File: src/rtl/pipe_pkg.sv
// Shared opcode encodings, sequencing states and register-read decode
// for the 5-stage pipeline control.
package pipe_pkg;

    localparam logic [3:0] OP_NOP   = 4'b0000;
    localparam logic [3:0] OP_ATYPE = 4'b0001;
    localparam logic [3:0] OP_JMP   = 4'b0010;
    localparam logic [3:0] OP_HALT  = 4'b0011;
    localparam logic [3:0] OP_LBU   = 4'b0100;
    localparam logic [3:0] OP_SB    = 4'b0101;
    localparam logic [3:0] OP_LW    = 4'b0110;
    localparam logic [3:0] OP_SW    = 4'b0111;
    localparam logic [3:0] OP_AND   = 4'b1001;
    localparam logic [3:0] OP_OR    = 4'b1010;
    localparam logic [3:0] OP_BLT   = 4'b1100;
    localparam logic [3:0] OP_BGT   = 4'b1101;
    localparam logic [3:0] OP_BEQ   = 4'b1110;

    typedef enum logic [1:0] {
        RUN    = 2'd0,
        DRAIN  = 2'd1,
        HALTED = 2'd2
    } state_t;

    function automatic logic is_load(input logic [3:0] op);
        return (op == OP_LBU) || (op == OP_LW);
    endfunction

    function automatic logic is_branch(input logic [3:0] op);
        return (op == OP_BLT) || (op == OP_BGT) || (op == OP_BEQ);
    endfunction

    function automatic logic reads_src1(input logic [3:0] op);
        return (op == OP_ATYPE) || (op == OP_SB) || (op == OP_SW) ||
               (op == OP_AND)   || (op == OP_OR) || is_branch(op);
    endfunction

    function automatic logic reads_src2(input logic [3:0] op);
        return (op == OP_ATYPE) || (op == OP_SB) || (op == OP_SW) ||
               is_load(op)      || is_branch(op);
    endfunction

endpackage

File: src/rtl/pipe_ctrl_hazard_detect.sv
// Combinational load-use and taken-branch detection between the EX and ID
// stages.
module hazard_detect
    import pipe_pkg::*;
#(
    parameter int OPW = 4,
    parameter int RW  = 4
) (
    input  logic [OPW-1:0] op_ex,
    input  logic [RW-1:0]  dest_ex,
    input  logic [OPW-1:0] op_id,
    input  logic [RW-1:0]  src1_id,
    input  logic [RW-1:0]  src2_id,
    input  logic           branch_taken_ex,
    output logic           load_use,
    output logic           br_taken
);

    logic src1_hit;
    logic src2_hit;

    assign src1_hit = reads_src1(op_id) && (src1_id == dest_ex);
    assign src2_hit = reads_src2(op_id) && (src2_id == dest_ex);

    assign load_use = is_load(op_ex) && (src1_hit || src2_hit);
    assign br_taken = is_branch(op_ex) && branch_taken_ex;

endmodule

File: src/rtl/pipe_ctrl.sv
// Pipeline sequencing: carries ID fields through EX/MEM/WB, resolves
// branch/load-use/jump/halt priority and drains the pipe after HALT.
module pipe_ctrl
    import pipe_pkg::*;
#(
    parameter int OPW          = 4,
    parameter int RW           = 4,
    parameter int DRAIN_CYCLES = 3
) (
    input  logic           clk,
    input  logic           rst_n,
    input  logic [OPW-1:0] op_id,
    input  logic [OPW-1:0] func_id,
    input  logic [RW-1:0]  src1_id,
    input  logic [RW-1:0]  src2_id,
    input  logic [RW-1:0]  dest_id,
    input  logic           branch_taken_ex,
    output logic [OPW-1:0] op_ex,
    output logic [OPW-1:0] op_mem,
    output logic [OPW-1:0] op_wb,
    output logic [OPW-1:0] func_wb,
    output logic [RW-1:0]  dest_ex,
    output logic [RW-1:0]  dest_mem,
    output logic [RW-1:0]  dest_wb,
    output logic           stall,
    output logic           flush_ifid,
    output logic           redirect,
    output logic           halted
);

    localparam int CW = $clog2(DRAIN_CYCLES + 1);

    state_t         state_q, state_d;
    logic [CW-1:0]  cnt_q, cnt_d;

    logic [OPW-1:0] op_ex_q, op_mem_q, op_wb_q;
    logic [OPW-1:0] func_ex_q, func_mem_q, func_wb_q;
    logic [RW-1:0]  dest_ex_q, dest_mem_q, dest_wb_q;
    logic [OPW-1:0] op_ex_d, func_ex_d;
    logic [RW-1:0]  dest_ex_d;

    logic load_use;
    logic br_taken;

    hazard_detect #(
        .OPW(OPW),
        .RW (RW)
    ) u_hazard (
        .op_ex          (op_ex_q),
        .dest_ex        (dest_ex_q),
        .op_id          (op_id),
        .src1_id        (src1_id),
        .src2_id        (src2_id),
        .branch_taken_ex(branch_taken_ex),
        .load_use       (load_use),
        .br_taken       (br_taken)
    );

    always_comb begin
        // NOTE: every output of this block gets a default first, so no path leaves a latch.
        state_d    = state_q;
        cnt_d      = cnt_q;
        stall      = 1'b0;
        flush_ifid = 1'b0;
        redirect   = 1'b0;
        op_ex_d    = '0;
        func_ex_d  = '0;
        dest_ex_d  = '0;

        case (state_q)
            RUN: begin
                if (br_taken) begin
                    redirect   = 1'b1;
                    flush_ifid = 1'b1;
                end else if (load_use) begin
                    stall = 1'b1;
                end else begin
                    op_ex_d   = op_id;
                    func_ex_d = func_id;
                    dest_ex_d = dest_id;
                    if (op_id == OP_HALT) begin
                        state_d = DRAIN;
                        cnt_d   = CW'(DRAIN_CYCLES - 1);
                    end else if (op_id == OP_JMP) begin
                        redirect   = 1'b1;
                        flush_ifid = 1'b1;
                    end
                end
            end
            DRAIN: begin
                stall = 1'b1;
                if (cnt_q == '0) begin
                    state_d = HALTED;
                end else begin
                    cnt_d = cnt_q - CW'(1);
                end
            end
            HALTED: begin
                stall = 1'b1;
            end
            default: begin
                state_d = RUN;
            end
        endcase
    end

    // NOTE: sequential state uses non-blocking assignments so every register samples pre-edge values.
    always_ff @(posedge clk or negedge rst_n) begin
        if (!rst_n) begin
            state_q    <= RUN;
            cnt_q      <= '0;
            op_ex_q    <= '0;
            op_mem_q   <= '0;
            op_wb_q    <= '0;
            func_ex_q  <= '0;
            func_mem_q <= '0;
            func_wb_q  <= '0;
            dest_ex_q  <= '0;
            dest_mem_q <= '0;
            dest_wb_q  <= '0;
        end else begin
            state_q    <= state_d;
            cnt_q      <= cnt_d;
            op_ex_q    <= op_ex_d;
            func_ex_q  <= func_ex_d;
            dest_ex_q  <= dest_ex_d;
            op_mem_q   <= op_ex_q;
            func_mem_q <= func_ex_q;
            dest_mem_q <= dest_ex_q;
            op_wb_q    <= op_mem_q;
            func_wb_q  <= func_mem_q;
            dest_wb_q  <= dest_mem_q;
        end
    end

    assign op_ex    = op_ex_q;
    assign op_mem   = op_mem_q;
    assign op_wb    = op_wb_q;
    assign func_wb  = func_wb_q;
    assign dest_ex  = dest_ex_q;
    assign dest_mem = dest_mem_q;
    assign dest_wb  = dest_wb_q;
    assign halted   = (state_q == HALTED);

endmodule

File: config.mk
export PLATFORM = sky130hd
export DESIGN_NAME = pipe_ctrl
export DESIGN_NICKNAME = d
export VERILOG_FILES = /design/src/rtl/pipe_pkg.sv /design/src/rtl/pipe_ctrl_hazard_detect.sv /design/src/rtl/pipe_ctrl.sv
export SDC_FILE = /design/constraint.sdc
export NUM_CORES = 1
export LEC_CHECK = 0
export ABC_AREA = 1
export CORE_AREA = 2 2 66 68
export CTS_CLUSTER_DIAMETER = 200
export CTS_CLUSTER_SIZE = 25
export DETAILED_ROUTE_END_ITERATION = 7
export DIE_AREA = 0 0 68 70
export PLACE_DENSITY = 0.75
export SLEW_MARGIN = 20
export SYNTH_ARGS = -nofsm -noshare
export SYNTH_HDL_FRONTEND = slang
export SYNTH_SLANG_ARGS = --single-unit
export TNS_END_PERCENT = 5
File: constraint.sdc
create_clock -name clk -period 1.36 [get_ports clk]
set_clock_uncertainty 0.05 [all_clocks]
set_input_delay 0.34 -clock clk [delete_from_list [all_inputs] [get_ports clk]]
set_output_delay 0.34 -clock clk [all_outputs]
set_load 0.05 [all_outputs]
Word-level counts from Yosys, hierarchy flattened --
Index checks and enable logic that the tools add are counted.
Word-level totals: logic and storage cells 90, register bits 40
Cells by class: reductions and logical operators 24, bitwise operators 1, add/sub/neg operators 1, eq/ne operators 26, multiplexer cells 27
Operator list (number):
- two-way mux 4 bit | 9
- equality test 4 bit (second input constant) | 8
- equality test 4 x 3 -> 1 bit (second input constant) | 6
- two-way mux 2 bit | 8
- logical OR 1 bit | 14
- != test 2 bit (second input constant) | 5
- AND reduction 5 bit | 2
- equality test 4 x 2 -> 1 bit (second input constant) | 2
- equality test 4 bit | 2
- two-way mux 1 bit | 7
- case mux 2 bit (3 select lines) | 1
- equality test 4 x 1 -> 1 bit (second input constant) | 1
- logical AND 1 bit | 4
- logical NOT 2 bit | 2
- case mux 2 bit (2 select lines) | 1
- equality test 2 x 1 -> 1 bit (second input constant) | 1
- equality test 2 bit (second input constant) | 1
- case mux 1 bit (2 select lines) | 1
- nonzero test 2 bit | 1
- OR reduction 2 bit | 1
- subtractor 2 x 1 -> 2 bit (second input constant) | 1
- inverter 1 bit | 1

Logic depth before layout (Yosys ltp) --
Gate-level depths: netlist (run 1).
word-level depth 12, mapped depth 11, mapped depth without buffers 11

Hierarchy --
A second synthesis (run 1) with hierarchy kept.
Second synthesis, totals: cells, all modules 164, area, all modules 1624.1 sq um
Modules (own cells, without submodules):
- pipe_ctrl | area an instance 1423.9 sq um, instances 1, cells each 119
- hazard_detect | area an instance 200.2 sq um, instances 1, cells each 45

Worst setup path before layout (run 1) --
OpenSTA, ideal clock, no wires.
path kind flip-flop to output port, from register dest_ex_q[0], in the netlist dest_ex[0], to output port stall, stages on the path, launching flop included 9, path slack -1.034 ns, path buffers 0, arrival 2.004 ns, cells stage by stage dfrtp_1 inv_1 nand2_1 nand2_1 nor2_1 nand3_2 nand2_2 nand3_1 a21oi_1
On the way: cells in the longest elaborated chain, start to end 7
RTL lines:
- start, declared | line pipe_ctrl.sv:38 | logic [RW-1:0] dest_ex_q, dest_mem_q, dest_wb_q;
- start signal, assigned | line pipe_ctrl.sv:126 | dest_ex_q <= dest_ex_d;
- equality test 4 bit, on equally long branches | line pipe_ctrl_hazard_detect.sv:22, pipe_ctrl_hazard_detect.sv:23
- logical AND 1 bit, on equally long branches | line pipe_ctrl_hazard_detect.sv:22, pipe_ctrl_hazard_detect.sv:23
- logical OR 1 bit * | line pipe_ctrl_hazard_detect.sv:25 | assign load_use = is_load(op_ex) && (src1_hit || src2_hit);
- logical AND 1 bit * | line pipe_ctrl_hazard_detect.sv:25
- two-way mux 1 bit * | line pipe_ctrl.sv:75 | end else if (load_use) begin
- two-way mux 1 bit * | line pipe_ctrl.sv:72 | if (br_taken) begin
- case mux 1 bit (2 select lines) * | line pipe_ctrl.sv:70 | case (state_q)
- end, declared | line pipe_ctrl.sv:25 | output logic stall,
Mark *: on every way between the ends. The rest lies on a longest branch, timed or not.

Worst setup path in the final report (run 1) --
from register dest_ex_q[3], in the netlist dest_ex[3], to output port stall
The elaborated chain is that of the path after synthesis.

==> results.toml, run 1 <==
[status]
outcome = "finished with violations"
violations = "setup timing"

[sta]
maxSlewHeadroom = 0.795
worstMarginPinSlew_ps = 307
rsz0062_at_grt = "yes"
hold_ws_ps = 302
max_freq_mhz = 491
period_share = 1.50
period_minus_slack_ps = 2040
finalWorstSetupSlack_ps = -677
finalHoldViolCount = 0
drv_slew = 0
setup_viol = 25

[detailed_routing]
num_vias = 1309
first_pass_iters = 5
ant_nets = 0
wl_per_cell_um = 13.4
drc = 0
drt_iter0_markers = 87
vias_per_cell = 4.56
wl_mm = 3.84

[placement]
gp_congestion = 0.851
portBuffers = 54
hpwl_mm = 2.77

[critical_path]
end_kind = "primary output"
critPathRequiredTime_ps = 970
cp_max_fo = 3
crit_buf_inv = 1
path_class = "flop to primary output"
crit_chain = "xnor2_1 > nand2_1 > nor2_1 > nand2_1 > nand2_2 > nand3_4 > a21oi_4 > buf_12"
cp-start-kind = "flop"
cp_top_family = "simple AND/OR/NAND/NOR gates"
crit_arrival_ps = 1650
cpPeakStageDelay_ps = 430
cpMostUsedCell = "nand2_1"
reg2reg_slack_ps = -230
crit_slowest_cell = "dfrtp_2"

[final_layout]
syn_to_final_growth_pct = 94.2
fin_util = 0.715
fin_nets = 262
antennaDiodeCount = 0
multi_input_area_um2 = 563
drive_gt1_frac = 0.438
fillers = 283
ff_latch_area_mm2 = 0.00101

[global_routing]
track_usage = 0.181
antenna_found_initial = 0
grt_pass1_vias = 1404
grt_first_pass_wirelength_mm = 6.30
grt_max_degree = 29
grt-ovfl-total = 0

[floorplan]
die_height_um = 70
row_count = 24
ios = 55
die-area_mm2 = 0.00476
design.core.area_mm2 = 0.00414
initial_core_util = 0.368
die_w_um = 68

[power]
power.density_mw_per_mm2 = 2460
ir_worst_vdd_mv = 1.71
leakagePower_nw = 1.46

[synthesis]
ys_top_cells_by_count = "dfrtp_1 (40), nand2_1 (35), nor2_1 (18), inv_1 (15)"
ys_types = 20
yosysMostFrequentCell = "dfrtp_1"
synthCells = 145
synth_area_mm2 = 0.00153
yosysWarningCount = 0
synth_nets = 173
yosysTopAreaCell = "dfrtp_1"
syn_area_per_cell_um2 = 10.5
async_flop_share = 1.00
ys.flop_type = "dfrtp_1"
synthTopCellsByArea = "dfrtp_1 (66%), nand2_1 (8.6%), nor2_1 (4.4%)"
synth_edf_count = 0
seq_area_frac_synth = 0.656
yosysTopAreaCellShare = 0.656
ys_seq_elements = 40

[clock_network]
clock_latency_ps = 290
cts.path.max_buffers = 2
cts_made_buffers = 5
cts_tree = "built"
path_clk_slew_ps = 80
h-tree-depth = 2
cts_root_buf = "clkbuf_8"
cts.sinks = 40

[flow_run]
cap_violations = 0

[worst_hold_path]
min_path_type = "flop to flop"
-- worst paths after layout --
check,cells past startpoint,from,endpoint
setup / recovery,8,dest_ex[3],stall
hold / removal,0,func_mem_q[3],func_wb[3]
setup reg to reg,11,dest_ex[3],state_q[0]
hold reg to reg,0,func_mem_q[3],func_wb[3]
max in group asynchronous,3,rst_n,dest_ex[1]
min in group asynchronous,2,rst_n,func_wb[0]
-- through the flow --
stage	setup slack (ps)	area (um^2)	power [mW]	setup TNS, ps	instances
floorplan	-449	1570	3.73	-2790	145
global placement	-774	2690	5.90	-9190	274
detailed placement	-822	2690	5.99	-10490	274
CTS	-662	2880	7.14	-4210	285
global route	-799	2960	7.63	-6690	287
finish	-677	2960	7.29	-4550	287
-- final cells by class --
class                   count  area share
multi-input cells          87       0.190
inverters                  15      0.0190
clock inverters             2      0.0131
repair buffers             85       0.388
well taps                  52      0.0220
clock buffers               6      0.0279
flip-flops and latches     40       0.340
-- power by group --
part / total [mW] / switching [mW] / internal, mW
Combinational: 4.32 / 2.18 / 2.14
Sequential: 1.96 / 0.337 / 1.62
Clock: 1.01 / 0.410 / 0.600
-- repair_timing --
item | CTS | global route
pin swaps | 9 | 10
hold buffers | 1 | 0
resized for setup | 23 | 19
hold endpoints to repair | 12 | 0
buffers inserted | 2 | 2
endpoints found under the setup margin | 27 | 28
-- cell usage in the layout (no fill, tap or decap), types with 2 or more instances in the layout --
cell type / synthesis / layout
a21oi_1: 5 / 3
buf_12: 0 / 34
buf_4: 1 / 17
buf_6: 1 / 11
clkbuf_8: 0 / 6
clkdlybuf4s50_1: 0 / 13
dfrtp_1: 40 / 35
dfrtp_2: 0 / 5
dlygate4sd2_1: 0 / 7
ha_1: 5 / 3
ha_4: 0 / 2
inv_1: 15 / 11
inv_2: 0 / 4
nand2_1: 35 / 33
nand2_2: 2 / 3
nand3_2: 1 / 3
nand4_1: 2 / 2
nor2_1: 18 / 12
nor2_2: 0 / 5
nor3_1: 4 / 3
o21ai_1: 2 / 2
xnor2_1: 3 / 2
xor2_1: 3 / 3
-- logic make-up (layout without fill, tap and decap cells) --
family,after synthesis,in the layout,share of synthesized area
AO/OA/AOI/OAI,8,8,0.0279
buffers and inverters,18,108,0.0525
adder cells (fa/ha/maj),5,5,0.0410
AND/OR/NAND/NOR,68,68,0.189
XOR/XNOR,6,6,0.0344
flip-flops,40,40,0.656
-- worst reg2reg max path, cell delays in order, from the launching register on --
cell and delay (ps):
dfrtp_2 430, xnor2_1 160, nand2_1 70, nor2_1 120
nand2_1 80, nand2_2 90, nand3_4 80, buf_4 130
buf_4 130, nand3_2 60, nand2_1 50, nand2_1 70
-- registers in the layout (all words and copies together), names as in the netlist --
register and flops:
dest_ex 4, dest_mem 4, func_mem_q 4, state_q 2
op_ex 4, cnt_q 2, dest_wb 4, func_wb 4
op_mem 4, op_wb 4, func_ex_q 4
-- layer usage --
layer  routed length, um  part of all wire  track usage  vias to the layer above
li1                    -                 -            -                      625
met1                1350              0.35        0.203                      629
met2                2200              0.57        0.313                       46
met3                 217             0.056       0.0467                        9
met4                  78             0.020       0.0800                        0
met5                   0                 0            0                        -
Power figures use the tool's default switching activity.
==> inputs of run 2 (changes only) <==
--- a/config.mk
+++ b/config.mk
@@ -5,12 +5,13 @@
 export SDC_FILE = /design/constraint.sdc
 export NUM_CORES = 1
 export LEC_CHECK = 0
-export ABC_AREA = 1
-export CORE_AREA = 2 2 66 68
+export CORE_AREA = 2 2 67 69
 export CTS_CLUSTER_DIAMETER = 200
 export CTS_CLUSTER_SIZE = 25
 export DETAILED_ROUTE_END_ITERATION = 7
-export DIE_AREA = 0 0 68 70
+export DIE_AREA = 0 0 69 71
+export GPL_ROUTABILITY_DRIVEN = 0
+export GPL_TIMING_DRIVEN = 0
 export PLACE_DENSITY = 0.75
 export SLEW_MARGIN = 20
 export SYNTH_ARGS = -nofsm -noshare
==> run 2 against run 1 <==
The flow still finishes with violations (setup timing); final cell count shrank 18%; maximum frequency is 10% lower; design area shrank 17%; via count fell by 16%; critical path type unchanged; largest cell class is now registers; largest power group unchanged.
==> results.toml, run 2 <==
[critical_path]
r2r_start = "dest_ex[3]"
crit_cells = 5
cp-start-kind = "flop"
cp_top_family = "simple AND/OR/NAND/NOR gates"
critPathRequiredTime_ps = 970
critPathLaunch = "dest_ex[3]"
end_kind = "primary output"
crit_end = "stall"
crit_chain = "xor2_1 > or4_4 > a21oi_4 > a22o_4 > buf_8"
path_class = "flop to primary output"
r2r_end = "op_ex[2]"
crit_buf_inv = 1
cp_max_fo = 4
crit_arrival_ps = 1870
reg2reg_depth = 6
reg2reg_slack_ps = -530
crit_slowest_cell = "or4_4"
cpPeakStageDelay_ps = 550

[detailed_routing]
vias_per_cell = 4.69
num_vias = 1103
ant_nets = 0
drc = 0
first_pass_iters = 4
wl_per_cell_um = 14.7
wl_mm = 3.46
drt_iter0_markers = 111

[global_routing]
track_usage = 0.161
grt_pass1_vias = 1190
grt-ovfl-total = 0
grt_first_pass_wirelength_mm = 6.13
grt_max_degree = 33
antenna_found_initial = 0

[clock_network]
cts_made_buffers = 5
cts.path.max_buffers = 2
h-tree-depth = 2
cts_root_buf = "clkbuf_8"
cts.sinks = 40
cts_tree = "built"
path_clk_slew_ps = 70
clock_latency_ps = 280

[synthesis]
synthTopCellsByArea = "dfrtp_1 (63%), nor3b_2 (7.8%), ha_1 (3.9%)"
syn_area_per_cell_um2 = 13.8
yosysWarningCount = 0
ys_top_cells_by_count = "dfrtp_1 (40), nor3b_2 (10), xor2_1 (6)"
yosysTopAreaCellShare = 0.625
ys.flop_type = "dfrtp_1"
synth_nets = 144
async_flop_share = 1.00
seq_area_frac_synth = 0.625
ys_types = 35
synth_area_mm2 = 0.00160
synth_edf_count = 0
ys_seq_elements = 40
yosysMostFrequentCell = "dfrtp_1"
synthCells = 116
yosysTopAreaCell = "dfrtp_1"

[status]
violations = "setup timing"
outcome = "finished with violations"

[power]
power.density_mw_per_mm2 = 2580
ir_worst_vdd_mv = 0.679
leakagePower_nw = 1.10
power_mw = 6.33

[floorplan]
design.core.area_mm2 = 0.00420
die_w_um = 69
die_height_um = 71
ios = 55
row_count = 24
die-area_mm2 = 0.00490
initial_core_util = 0.381

[sta]
period_share = 1.67
period_minus_slack_ps = 2260
maxSlewHeadroom = 0.628
drv_slew = 0
max_freq_mhz = 442
worstMarginPinSlew_ps = 558
rsz0062_at_grt = "yes"
finalWorstSetupSlack_ps = -905
fin_setup_tns_ps = -9940
finalHoldViolCount = 0
setup_viol = 38

[final_layout]
stdcell_area_mm2 = 0.00245
final_common_cell = "dfrtp_1"
drive_gt1_frac = 0.421
antennaDiodeCount = 0
final_cell_mix = "dfrtp_1 (32), clkdlybuf4s15_2 (20), clkdlybuf4s50_1 (12), nor3b_2 (10), dlygate4sd2_1 (10)"
fin_nets = 210
syn_to_final_growth_pct = 53.0
fin_cells = 235

[placement]
portBuffers = 54
dp_cells = 223
postPlaceCellArea_mm2 = 0.00225
hpwl_mm = 2.64
place_ws_ps = -1910

[worst_hold_path]
min_path_type = "flop to flop"

[flow_run]
cap_violations = 0
-- run 2: cell types whose count changed after synthesis, sizes merged, moves of 3 or more --
cell / before / now
nor3b: 1 / 13
nor3: 4 / 1
nor2: 18 / 3
a21boi: 0 / 3
xor2: 3 / 6
nor2b: 0 / 5
nand2: 37 / 5
nand3: 5 / 2
inv: 15 / 5
-- run 2: routing by layer --
metal  share of wire  track usage
met1            0.40        0.192
met2            0.52        0.278
met3           0.053       0.0442
met4           0.018       0.0654
met5               0            0
-- run 2: power breakdown --
group | total, mW | switching, mW | leakage [nW] | internal, mW
sequential | 1.99 | 0.281 | 0.484 | 1.71
combinational | 3.31 | 2.21 | 0.550 | 1.11
clock | 1.03 | 0.378 | 0.0645 | 0.647
-- run 2: worst reg2reg max path: stages, from the launching register on --
cell and delay [ps]:
dfrtp_2 440, xor2_1 150, or4_4 550, a21oi_4 170, buf_4 170, buf_8 150, nor3b_2 60
-- run 2: how the worst min path moves through the flow --
stage | from | to | slack, ps | cells past startpoint
2_1_floorplan | rst_n | cnt_q[0] | -6 | 0
3_3_place_gp | func_ex_q[0] | func_mem_q[0] | 280 | 0
3_5_place_dp | rst_n | dest_wb[0] | 160 | 1
4_1_cts | func_mem_q[3] | func_wb[3] | 310 | 0
5_1_grt | func_mem_q[3] | func_wb[3] | 310 | 0
6_report | func_mem_q[3] | func_wb[3] | 300 | 0
-- run 2: repair_timing --
action                                 in CTS  in global routing
setup endpoints to repair                  48                 47
endpoints found under the hold margin       8                  0
pin swaps                                  10                  1
resized for setup                         133                 16
hold buffers                                1                  0
setup buffers                               3                  0
-- run 2: stage by stage --
step                hold WS (ps)  utilization
global route                 310        0.583
floorplan                  -5.59            -
global placement             282        0.532
detailed placement           165        0.536
finish                       302        0.583
CTS                          307        0.588
-- run 2: cell type report --
type | count | area, um^2
Clock inverter | 1 | 30.0
Buffer | 4 | 40.0
Fill cell | 319 | 1750
Multi-Input combinational cell | 67 | 602
Inverter | 5 | 18.8
Sequential cell | 40 | 1010
Timing Repair Buffer | 59 | 587
Clock buffer | 7 | 96.3
Tap cell | 52 | 65.1
-- run 2: logic make-up after synthesis --
logic type / Yosys count / share of synthesized area
buffers and inverters: 9 / 0.0336
AND/OR/NAND/NOR: 36 / 0.172
AO/OA/AOI/OAI: 18 / 0.0867
flip-flops: 40 / 0.625
XOR/XNOR: 8 / 0.0438
adder cells (fa/ha/maj): 5 / 0.0391
==> inputs of run 3 (changes only) <==
--- a/config.mk
+++ b/config.mk
@@ -6,13 +6,12 @@
 export NUM_CORES = 1
 export LEC_CHECK = 0
 export CORE_AREA = 2 2 67 69
-export CTS_CLUSTER_DIAMETER = 200
 export CTS_CLUSTER_SIZE = 25
 export DETAILED_ROUTE_END_ITERATION = 7
 export DIE_AREA = 0 0 69 71
 export GPL_ROUTABILITY_DRIVEN = 0
 export GPL_TIMING_DRIVEN = 0
-export PLACE_DENSITY = 0.75
+export PLACE_DENSITY = 0.72
 export SLEW_MARGIN = 20
 export SYNTH_ARGS = -nofsm -noshare
 export SYNTH_HDL_FRONTEND = slang
==> run 3 against run 2 <==
The flow still finishes with violations (setup timing); design area rose by 1.8%; power is 2.0% lower; sequential power is essentially flat; die area is the same; clock-buffer cell count unchanged.
==> results.toml, run 3 (synthesized netlist as in run 2, its figures left out) <==
[power]
switchingPower_mw = 2.90
p_clk_frac = 0.131
leakagePower_nw = 1.11
power_frac_seq = 0.316
p_comb_frac = 0.553
power.density_mw_per_mm2 = 2490
ir_worst_vdd_mv = 0.735
intPower_mw = 3.30
switching_share = 0.468

[worst_hold_path]
min_to = "func_mem_q[0]"
min_path_type = "flop to flop"
hp-start = "func_ex_q[0]"
hold_depth = 0

[detailed_routing]
wl_mm = 3.49
num_vias = 1141
ant_nets = 0
drc = 0
first_pass_iters = 4
vias_per_cell = 4.75
drt_iter0_markers = 42
wl_per_cell_um = 14.6

[placement]
portBuffers = 54
postPlaceCellArea_mm2 = 0.00225
hpwl_mm = 2.60
place_ws_ps = -1960

[sta]
period_share = 1.72
rsz0062_at_grt = "yes"
period_minus_slack_ps = 2340
setup_viol = 39
maxSlewHeadroom = 0.632
finalHoldViolCount = 0
max_freq_mhz = 427
finalWorstSetupSlack_ps = -981
fin_setup_tns_ps = -11690
worstMarginPinSlew_ps = 552
hold_ws_ps = 301
drv_slew = 0

[flow_run]
cap_violations = 0

[global_routing]
grt_first_pass_wirelength_mm = 5.80
grt-ovfl-total = 0
grt_max_degree = 33
grt_pass1_vias = 1235
track_usage = 0.155
antenna_found_initial = 0

[critical_path]
cp_top_family = "simple AND/OR/NAND/NOR gates"
crit_slowest_cell = "or4_4"
end_kind = "primary output"
cp-start-kind = "flop"
crit_chain = "xnor2_2 > o211ai_1 > or4_4 > a21oi_4 > a22o_4 > buf_8"
cpPeakStageDelay_ps = 500
path_class = "flop to primary output"
cp_max_fo = 2
crit_buf_inv = 1
reg2reg_depth = 8
crit_arrival_ps = 1950
reg2reg_slack_ps = -670
r2r_end = "func_ex_q[0]"
r2r_start = "dest_ex[0]"
critPathRequiredTime_ps = 970

[floorplan]
die_height_um = 71
die-area_mm2 = 0.00490
design.core.area_mm2 = 0.00420
ios = 55
initial_core_util = 0.381
row_count = 24
die_w_um = 69

[status]
violations = "setup timing"
outcome = "finished with violations"

[clock_network]
cts_made_buffers = 5
cts.path.max_buffers = 2
path_clk_slew_ps = 70
cts.sinks = 40
h-tree-depth = 2
cts_tree = "built"
clock_latency_ps = 290
cts_root_buf = "clkbuf_8"

[final_layout]
drive_gt1_frac = 0.452
fin_nets = 215
fin_util = 0.593
antennaDiodeCount = 0
final_common_cell = "dfrtp_1"
syn_to_final_growth_pct = 55.7
stdcell_area_mm2 = 0.00249
final_cell_mix = "dfrtp_1 (32), clkdlybuf4s15_2 (18), clkdlybuf4s50_1 (14), nor3b_2 (10)"
## run 3: final cells by class
type	instances	area, um^2
Fill cell	344	1710
Sequential cell	40	1010
Timing Repair Buffer	64	641
Multi-Input combinational cell	67	613
Clock buffer	7	86.3
Tap cell	52	65.1
Buffer	4	51.3
Inverter	5	18.8
Clock inverter	1	7.51
## run 3: stage by stage
step,power (mW),cells
after floorplan,4.21,116
after global placement,5.26,222
after detailed placement,5.35,223
after CTS,6.29,238
after global routing,6.52,240
final,6.20,240
## run 3: worst max path at each step
stage / start / endpoint / slack, ps / depth (start not counted)
after detailed placement: op_id[0] / stall / -1960 / 7
after CTS: dest_ex[0] / stall / -1060 / 6
final: dest_ex[0] / stall / -980 / 6
after global routing: dest_ex[0] / stall / -1050 / 6
after global placement: op_id[0] / stall / -1930 / 7
after floorplan: dest_ex[0] / stall / -740 / 5
## run 3: routing by layer
metal	GRT usage	up-vias	part of all wire
met4	0.0850	0	0.022
met2	0.264	39	0.54
met5	0	-	0
met3	0.0370	7	0.044
met1	0.181	559	0.39
li1	-	536	-
## run 3: worst register-to-register path: stages (launching register included)
cell and delay, ps:
dfrtp_2 430, xnor2_2 180, o211ai_1 110, or4_4 500, a21oi_4 170, buf_4 140
buf_6 130, clkbuf_16 150, nor3b_2 40
## run 3: power groups by stage
stage | Combinational [mW] | Sequential [mW] | Clock [mW]
6_report | 3.43 | 1.96 | 0.813
5_1_grt | 3.61 | 2.03 | 0.881
2_1_floorplan | 0.940 | 3.27 | 0
3_5_place_dp | 3.35 | 2.01 | 0
4_1_cts | 3.48 | 1.97 | 0.835
3_3_place_gp | 3.28 | 1.98 | 0
## run 3: repair_timing
item | in CTS | in global routing
setup endpoints to repair | 48 | 47
pin swaps | 11 | 8
gates cloned | 0 | 1
buffers inserted | 6 | 1
hold buffers | 1 | 0
gates resized for setup | 138 | 25
hold endpoints to repair | 8 | 0
